[src/rtl/local_port_arbiter.sv]
// Round-robin arbiter sharing one router local input port among NUM_REQ packet
// sources, with bounded bursts per grant and a single registered output slot.
module local_port_arbiter #(
  parameter int NUM_REQ   = 4,
  parameter int BURST_LEN = 4,
  parameter int PTR_W     = $clog2(NUM_REQ)
) (
  input  logic                    clk,
  input  logic                    rst,
  input  logic                    en,
  input  logic [NUM_REQ*32-1:0]   req_packet,
  input  logic [NUM_REQ-1:0]      req_valid,
  output logic [NUM_REQ-1:0]      req_ready,
  output logic [31:0]             out_packet,
  output logic                    out_valid,
  input  logic                    out_ready,
  output logic [PTR_W-1:0]        gnt_id,
  output logic                    busy,
  output logic [31:0]             pkt_count
);

  localparam logic [PTR_W-1:0] LAST_IDX   = PTR_W'(NUM_REQ - 1);
  localparam logic [4:0]       BURST_LAST = 5'(BURST_LEN - 1);

  typedef enum logic {IDLE, GRANT} state_t;

  state_t           state_reg, state_next;
  logic [PTR_W-1:0] rr_ptr_reg, rr_ptr_next;
  logic [PTR_W-1:0] gnt_id_reg, gnt_id_next;
  logic [4:0]       burst_cnt_reg, burst_cnt_next;
  logic [31:0]      out_packet_reg, out_packet_next;
  logic             out_valid_reg, out_valid_next;
  logic [31:0]      pkt_count_reg, pkt_count_next;

  logic [31:0]      pkt_arr [NUM_REQ];
  logic             slot_free;
  logic             grant_ready;
  logic             xfer;
  logic             release_grant;
  logic [PTR_W-1:0] gnt_succ;

  logic             hi_found, lo_found;
  logic [PTR_W-1:0] hi_idx, lo_idx, pick_idx;

  assign slot_free   = !out_valid_reg || out_ready;
  assign grant_ready = (state_reg == GRANT) && en && slot_free;
  assign xfer        = grant_ready && req_valid[gnt_id_reg];
  assign gnt_succ    = (gnt_id_reg == LAST_IDX) ? '0 : gnt_id_reg + PTR_W'(1);
  assign release_grant = (xfer && (burst_cnt_reg == BURST_LAST)) ||
                         !req_valid[gnt_id_reg] || !en;

  generate
    for (genvar gi = 0; gi < NUM_REQ; gi++) begin : g_req
      assign pkt_arr[gi]   = req_packet[32*gi +: 32];
      assign req_ready[gi] = grant_ready && (gnt_id_reg == PTR_W'(gi));
    end
  endgenerate

  // Round-robin pick: lowest valid index at or above rr_ptr, else lowest valid overall.
  always_comb begin
    hi_found = 1'b0;
    lo_found = 1'b0;
    hi_idx   = '0;
    lo_idx   = '0;
    for (int k = NUM_REQ - 1; k >= 0; k--) begin
      if (req_valid[k]) begin
        lo_found = 1'b1;
        lo_idx   = PTR_W'(k);
        if (PTR_W'(k) >= rr_ptr_reg) begin
          hi_found = 1'b1;
          hi_idx   = PTR_W'(k);
        end
      end
    end
    pick_idx = hi_found ? hi_idx : lo_idx;
  end

  always_comb begin
    state_next      = state_reg;
    rr_ptr_next     = rr_ptr_reg;
    gnt_id_next     = gnt_id_reg;
    burst_cnt_next  = burst_cnt_reg;
    out_packet_next = out_packet_reg;
    out_valid_next  = out_valid_reg;
    pkt_count_next  = pkt_count_reg;

    case (state_reg)
      IDLE: begin
        if (en && lo_found) begin
          gnt_id_next    = pick_idx;
          burst_cnt_next = '0;
          state_next     = GRANT;
        end
      end
      GRANT: begin
        if (xfer) begin
          burst_cnt_next = burst_cnt_reg + 5'd1;
        end
        if (release_grant) begin
          state_next  = IDLE;
          rr_ptr_next = gnt_succ;
        end
      end
      default: state_next = IDLE;
    endcase

    // A fill in the same cycle as a drain keeps the slot occupied with new data.
    if (xfer) begin
      out_packet_next = pkt_arr[gnt_id_reg];
      out_valid_next  = 1'b1;
    end else if (out_valid_reg && out_ready) begin
      out_valid_next = 1'b0;
    end

    if (out_valid_reg && out_ready) begin
      pkt_count_next = pkt_count_reg + 32'd1;
    end
  end

  always_ff @(posedge clk) begin
    if (rst) begin
      state_reg      <= IDLE;
      rr_ptr_reg     <= '0;
      gnt_id_reg     <= '0;
      burst_cnt_reg  <= '0;
      out_packet_reg <= '0;
      out_valid_reg  <= 1'b0;
      pkt_count_reg  <= '0;
    end else begin
      state_reg      <= state_next;
      rr_ptr_reg     <= rr_ptr_next;
      gnt_id_reg     <= gnt_id_next;
      burst_cnt_reg  <= burst_cnt_next;
      out_packet_reg <= out_packet_next;
      out_valid_reg  <= out_valid_next;
      pkt_count_reg  <= pkt_count_next;
    end
  end

  assign out_packet = out_packet_reg;
  assign out_valid  = out_valid_reg;
  assign gnt_id     = gnt_id_reg;
  assign busy       = (state_reg == GRANT) || out_valid_reg;
  assign pkt_count  = pkt_count_reg;

endmodule

[config.mk]
export PLATFORM = sky130hd
export DESIGN_NAME = local_port_arbiter
export DESIGN_NICKNAME = d
export VERILOG_FILES = /design/src/rtl/local_port_arbiter.sv
export SDC_FILE = /design/constraint.sdc
export NUM_CORES = 1
export LEC_CHECK = 0
export CORE_ASPECT_RATIO = 0.8
export CORE_MARGIN = 2
export CORE_UTILIZATION = 26
export CTS_CLUSTER_DIAMETER = 50
export DETAILED_ROUTE_END_ITERATION = 10
export HOLD_SLACK_MARGIN = 0.03
export PLACE_DENSITY = 0.54
export SLEW_MARGIN = 20
export SYNTH_ARGS = -nofsm -noshare
export SYNTH_HDL_FRONTEND = slang
export SYNTH_SLANG_ARGS = --single-unit
export TNS_END_PERCENT = 100
[constraint.sdc]
create_clock -name clk -period 4.3 [get_ports clk]
set_input_delay 1.075 -clock clk [delete_from_list [all_inputs] [get_ports clk]]
set_output_delay 1.075 -clock clk [all_outputs]
set_load 0.02 [all_outputs]
* Word level (Yosys, flattened, before mapping) *
Cells that the tools add are included.

storage, ports and cells
  register bits after elaboration = 75
  bits of input ports = 136
  output and inout bits = 72
  word-level logic and storage cells = 85

cells by class
  add/subtract/negate cells = 3
  magnitude comparators = 6
  equality and inequality tests = 6
  multiplexer cells = 39
  bitwise gates (word level) = 2
  reduce and logical (&&, ||, !) cells = 22

operators with widths
  cell                     number
  $bmux W32 S2             1
  $mux W32                 2
  $add A32 B1 Y32 const B  1
  $mux W2                  14
  $mux W1                  17
  $logic_and A1 B1 Y1      10
  $mux W5                  2
  $pmux W5 S2              1
  $reduce_and A2 Y1        3
  $add A5 B1 Y5 const B    1
  $eq A5 B2 Y1 const B     1
  $eq A2 B2 Y1 const B     2
  $ge A1 B2 Y1 const A     2
  $ge A2 B2 Y1 const A     2
  $logic_or A1 B1 Y1       4
  $ge A3 B3 Y1 const B     1
  $logic_not A1 Y1         3
  $lt A2 B3 Y1 const B     1
  $not A2 Y3               1
  $add A2 B1 Y2 const B    1
  $bmux W1 S2              1
  $eq A2 B1 Y1 const B     1
  $logic_not A2 Y1         1
  $ne A2 B1 Y1 const B     1
  4 further kinds          4

* Longest topological paths before layout *
  depth in word-level cells = 10
  depth in mapped cells = 7
  depth with buffers taken out = 5

* Worst setup path before layout *
OpenSTA, ideal clock, no wires.

  kind = register to output
  start point = register gnt_id_reg[0], in the netlist gnt_id[0]
  end point = output port req_ready[0]
  arrival = 1745 ps
  data required time = 3225 ps
  path slack = 1480 ps
  cell stages (with the launch flop) = 6
  buffers on the path = 2
  cells stage by stage = dfxtp_1 -> buf_2 -> buf_1 -> inv_1 -> ha_1 -> and3_1

between the ends
  word-level cells in the longest chain between the ends = 2

ends and longest elaborated chain
  what                    RTL line  source
  from (decl)             29        logic [PTR_W-1:0] gnt_id_reg, gnt_id_next;
  from (signal assigned)  132       gnt_id_reg <= gnt_id_next;
  $logic_not A2 Y1        55        assign req_ready[gi] = grant_ready && (gnt_id_reg == PTR_W'(gi));
  $logic_and A1 B1 Y1     55
  to (decl)               13        output logic [NUM_REQ-1:0] req_ready,

Every way passes these cells.

* Worst setup path after layout *
  start point = input port out_ready
  end point = output port req_ready[1]

between the ends
  word-level cells in the longest chain between the ends = 3

ends and longest elaborated chain
  what                 RTL line  source
  from (decl)          16        input logic out_ready,
  $logic_or A1 B1 Y1   45        assign slot_free = !out_valid_reg || out_ready;
  $logic_and A1 B1 Y1  46        assign grant_ready = (state_reg == GRANT) && en && slot_free;
  $logic_and A1 B1 Y1  55

Every way passes these cells.

==> impl_results.md <==
- Reg-to-reg slack, setup: around 1900 ps
- Synthesized area divided by synthesized cell count: just over 9 sq um
- Number of buffer cells added on primary ports: about 210
- Number of buffers added to fix hold violations after cts: 0
- Critical Path, Cell by Cell: clkdlybuf4s50_1 -> nand2b_1 -> and3_1 -> clkdlybuf4s50_1
- Remaining number of nets flagged by the antenna check after routing: 0
- Worst hold path startpoint: out_packet[24]
- CTS tree: built
- Total of endpoints with negative setup slack in the final report: 0
- Highest attainable clock frequency: 261 MHz
- Number of buffers between clock root and the deepest sink: 2
- Die width: ~140 um
- Worst endpoint required time: roughly 3200 ps
- Core Rows: 40
- Clock slew at reported path FFs: around 50 ps
- Number of max-cap violations: 0
- Fraction of layout cells with a size suffix above 1: around 10%
- Number of stages on the worst hold path: 2
- Maximum resistive drop on vdd: approximately 0.15 mV
- First-pass detailed-route iteration total: 4
- Master cell of the clock root buffer: sky130_fd_sc_hd__clkbuf_16
- Arrival time at the worst endpoint: around 2800 ps
- Count of pins over their slew limit: 0
- Sum of net half-perimeters after detailed placement: about 9500 um
- Inserted Diodes: 0
- Via count of the first global-routing pass: 4,040
- Final estimated routing congestion in global placement: 0.769
- PD cells: 279 nW/um^2
- Min-delay worst type: flip-flop to flip-flop
- RSZ-0062 raised after global routing: no
- Static Leakage: 2.16 nW
- Total global routing overflow: 0
- Final Hold Viols: 0
- I/O pin total: 208
- Post-CTS resize count: 0
- Number of nets in the layout: between 700 and 800
- Area delta synth->final: 63.8%
- Number of library cell types mapped by synthesis: 37
- Headroom to the max-slew limit: roughly a third
- Warning count from the yosys run: 0
- Wire length of the first global-routing pass: between 15,000 and 20,000 um
- CP Class: input pin to primary output
- Reg-to-Reg End: out_packet[0]
- Cells after synthesis: between 400 and 500
- Most used flip-flop cell after synthesis: sky130_fd_sc_hd__dfxtp_1
- Sequential-to-total area share from yosys stat: a little under two fifths
- Die area: 16,500 sq um
- Critical path endpoint category: primary output
- Overall routing resource usage: 14.8%
- Via count: about 4,000
- Worst-case hold path end point: out_packet[24]
- Worst path top cell family by delay: buffers and inverters
- WP buf/inv: 2
- Pin count of the biggest net entering global routing: 57
- Post-synth EDFFs: 0
- Total Power: 1.84 mW
- Start of the worst register-to-register path: gnt_id[0]
- Clock network latency to the later pin of the worst-skew pair: about 330 ps
- Post-route clock skew: ~8 ps
- Count of state elements after synthesis: 75
- Final-layout setup total negative slack: 0 ps
- Cell at the slowest stage of the critical path: sky130_fd_sc_hd__clkdlybuf4s50_1
- Drt drc: 0
- Min cycle time layout: around 3800 ps
- Share of the cycle needed by the critical path after routing: just under 90%
- Die outline height: ~120 um
- DR WL/cell: around 14 um
- Most numerous cell on the critical path: sky130_fd_sc_hd__clkdlybuf4s50_1
- Least-Margin Pin Slew: 1020 ps
- TritonCTS buffer count: 9
- First DRT Iteration DRCs: roughly 220
- Worst stage delay on the critical path: about 610 ps
- Post-synthesis async set-or-reset flop share: 0%
- Number of vias per cell: 4.75
- Startpoint type of the worst setup path: input pin
- Deepest level of the CTS H-tree: 3
- WL final: approximately 12,000 um
- Effective utilization at floorplan: 26.7%
- Number of nets in the synthesized netlist: 580
- Post-place instance area: around 6300 sq um
- Clk sink count: 75
- Core footprint: around 15,000 sq um
- Status: completed
- Crit path max fanout: 10
- Worst Hold Slack: approximately 450 ps
- Worst R2R Path Depth: 6
- Post-synthesis instance area: 4020 sq um
- Final standard cell area without fillers: about 6600 sq um
- Initial antenna violation count: 0
- Post-CTS setup buffer count: 0
## how the worst max path moves through the flow
stage          cells past startpoint  startpoint            to
2_1_floorplan                      5   gnt_id[0]  req_ready[0]
3_3_place_gp                       4   out_ready  req_ready[3]
3_5_place_dp                       4   out_ready  req_ready[1]
4_1_cts                            4   out_ready  req_ready[1]
5_1_grt                            4   out_ready  req_ready[2]
6_report                           4   out_ready  req_ready[1]
## worst min-delay path, cell delays in order, from the launching register on
cell                      delay (ps)
sky130_fd_sc_hd__dfxtp_1         300
sky130_fd_sc_hd__nand2_1          50
sky130_fd_sc_hd__a21oi_1          50
## synth_stat cells (5+ instances only)
library cell,instances,area share [%]
sky130_fd_sc_hd__nand2_1,80,7.5
sky130_fd_sc_hd__dfxtp_1,75,37
sky130_fd_sc_hd__a21oi_1,57,7.1
sky130_fd_sc_hd__mux4_2,33,18
sky130_fd_sc_hd__clkbuf_1,21,2.0
sky130_fd_sc_hd__nor2_1,20,1.9
sky130_fd_sc_hd__nand3_1,16,2.0
sky130_fd_sc_hd__o31ai_1,13,2.4
sky130_fd_sc_hd__or4_1,13,2.4
sky130_fd_sc_hd__inv_1,11,1.0
sky130_fd_sc_hd__and3_1,9,1.4
sky130_fd_sc_hd__nand4_1,8,1.2
sky130_fd_sc_hd__xor2_1,8,1.7
sky130_fd_sc_hd__buf_1,7,0.65
sky130_fd_sc_hd__xnor2_1,7,1.5
sky130_fd_sc_hd__ha_1,6,1.9
sky130_fd_sc_hd__nor4_1,6,0.93
sky130_fd_sc_hd__o21ai_0,6,0.75
sky130_fd_sc_hd__or3_1,6,0.93
sky130_fd_sc_hd__nand2b_1,5,0.78
sky130_fd_sc_hd__nor2b_1,5,0.78
## where the power goes
group | switching, mW | leakage (nW) | internal, mW
sequential | 0.00916 | 0.606 | 0.708
combinational | 0.106 | 1.39 | 0.193
clock | 0.297 | 0.163 | 0.525
## cell families after synthesis
group	after synthesis	share of synthesized area, %
AOI/OAI and AO/OA	80	11.2
adders and majority gates	6	1.87
xor gates and xnor gates	15	3.27
buffers and inverters	42	4.17
DFF	75	37.3
muxes	37	19.6
and+or+nand+nor	183	22.6
## layout make-up
type	count	area, sq um
fill	1434	8470
timing repair buffer	212	2100
inverter	11	41.3
sequential	75	1500
multi-input combinational	321	2350
clock inverter	6	87.6
tap	210	263
clock buffer	10	239
## through the flow
| stage | utilization (%) | setup slack (ps) | instances |
|---|---|---|---|
| floorplan | - | 1480 | 438 |
| global placement | 41.6 | 498 | 829 |
| detailed placement | 41.6 | 452 | 829 |
| CTS | 43.8 | 457 | 845 |
| global route | 43.8 | 350 | 845 |
| finish | 43.8 | 463 | 845 |
## cell usage in the layout, fill, tap and decap left out, drive strengths merged, types with 2 or more instances in the layout
master	Yosys	final
a21oi	57	57
and2	2	2
and3	9	9
and4	4	4
buf	10	6
bufinv	0	2
clkbuf	21	10
clkdlybuf4s50	0	206
clkinv	0	3
dfxtp	75	75
ha	6	6
inv	11	12
mux2	4	4
mux4	33	33
nand2	80	80
nand2b	5	5
nand3	16	16
nand4	8	8
nor2	20	20
nor2b	5	5
nor3	3	3
nor4	6	6
o21ai	6	6
o31ai	13	13
or3	6	6
or4	14	14
xnor2	7	7
xor2	8	8
## metal layers
metal	global-route usage (%)	part of all wire, %	vias up
met5	0	0	-
met1	16.8	40	1873
met3	4.79	7.3	15
met4	4.29	1.4	0
li1	-	-	1992
met2	26.8	52	134
Power figures use the tool's default switching activity.
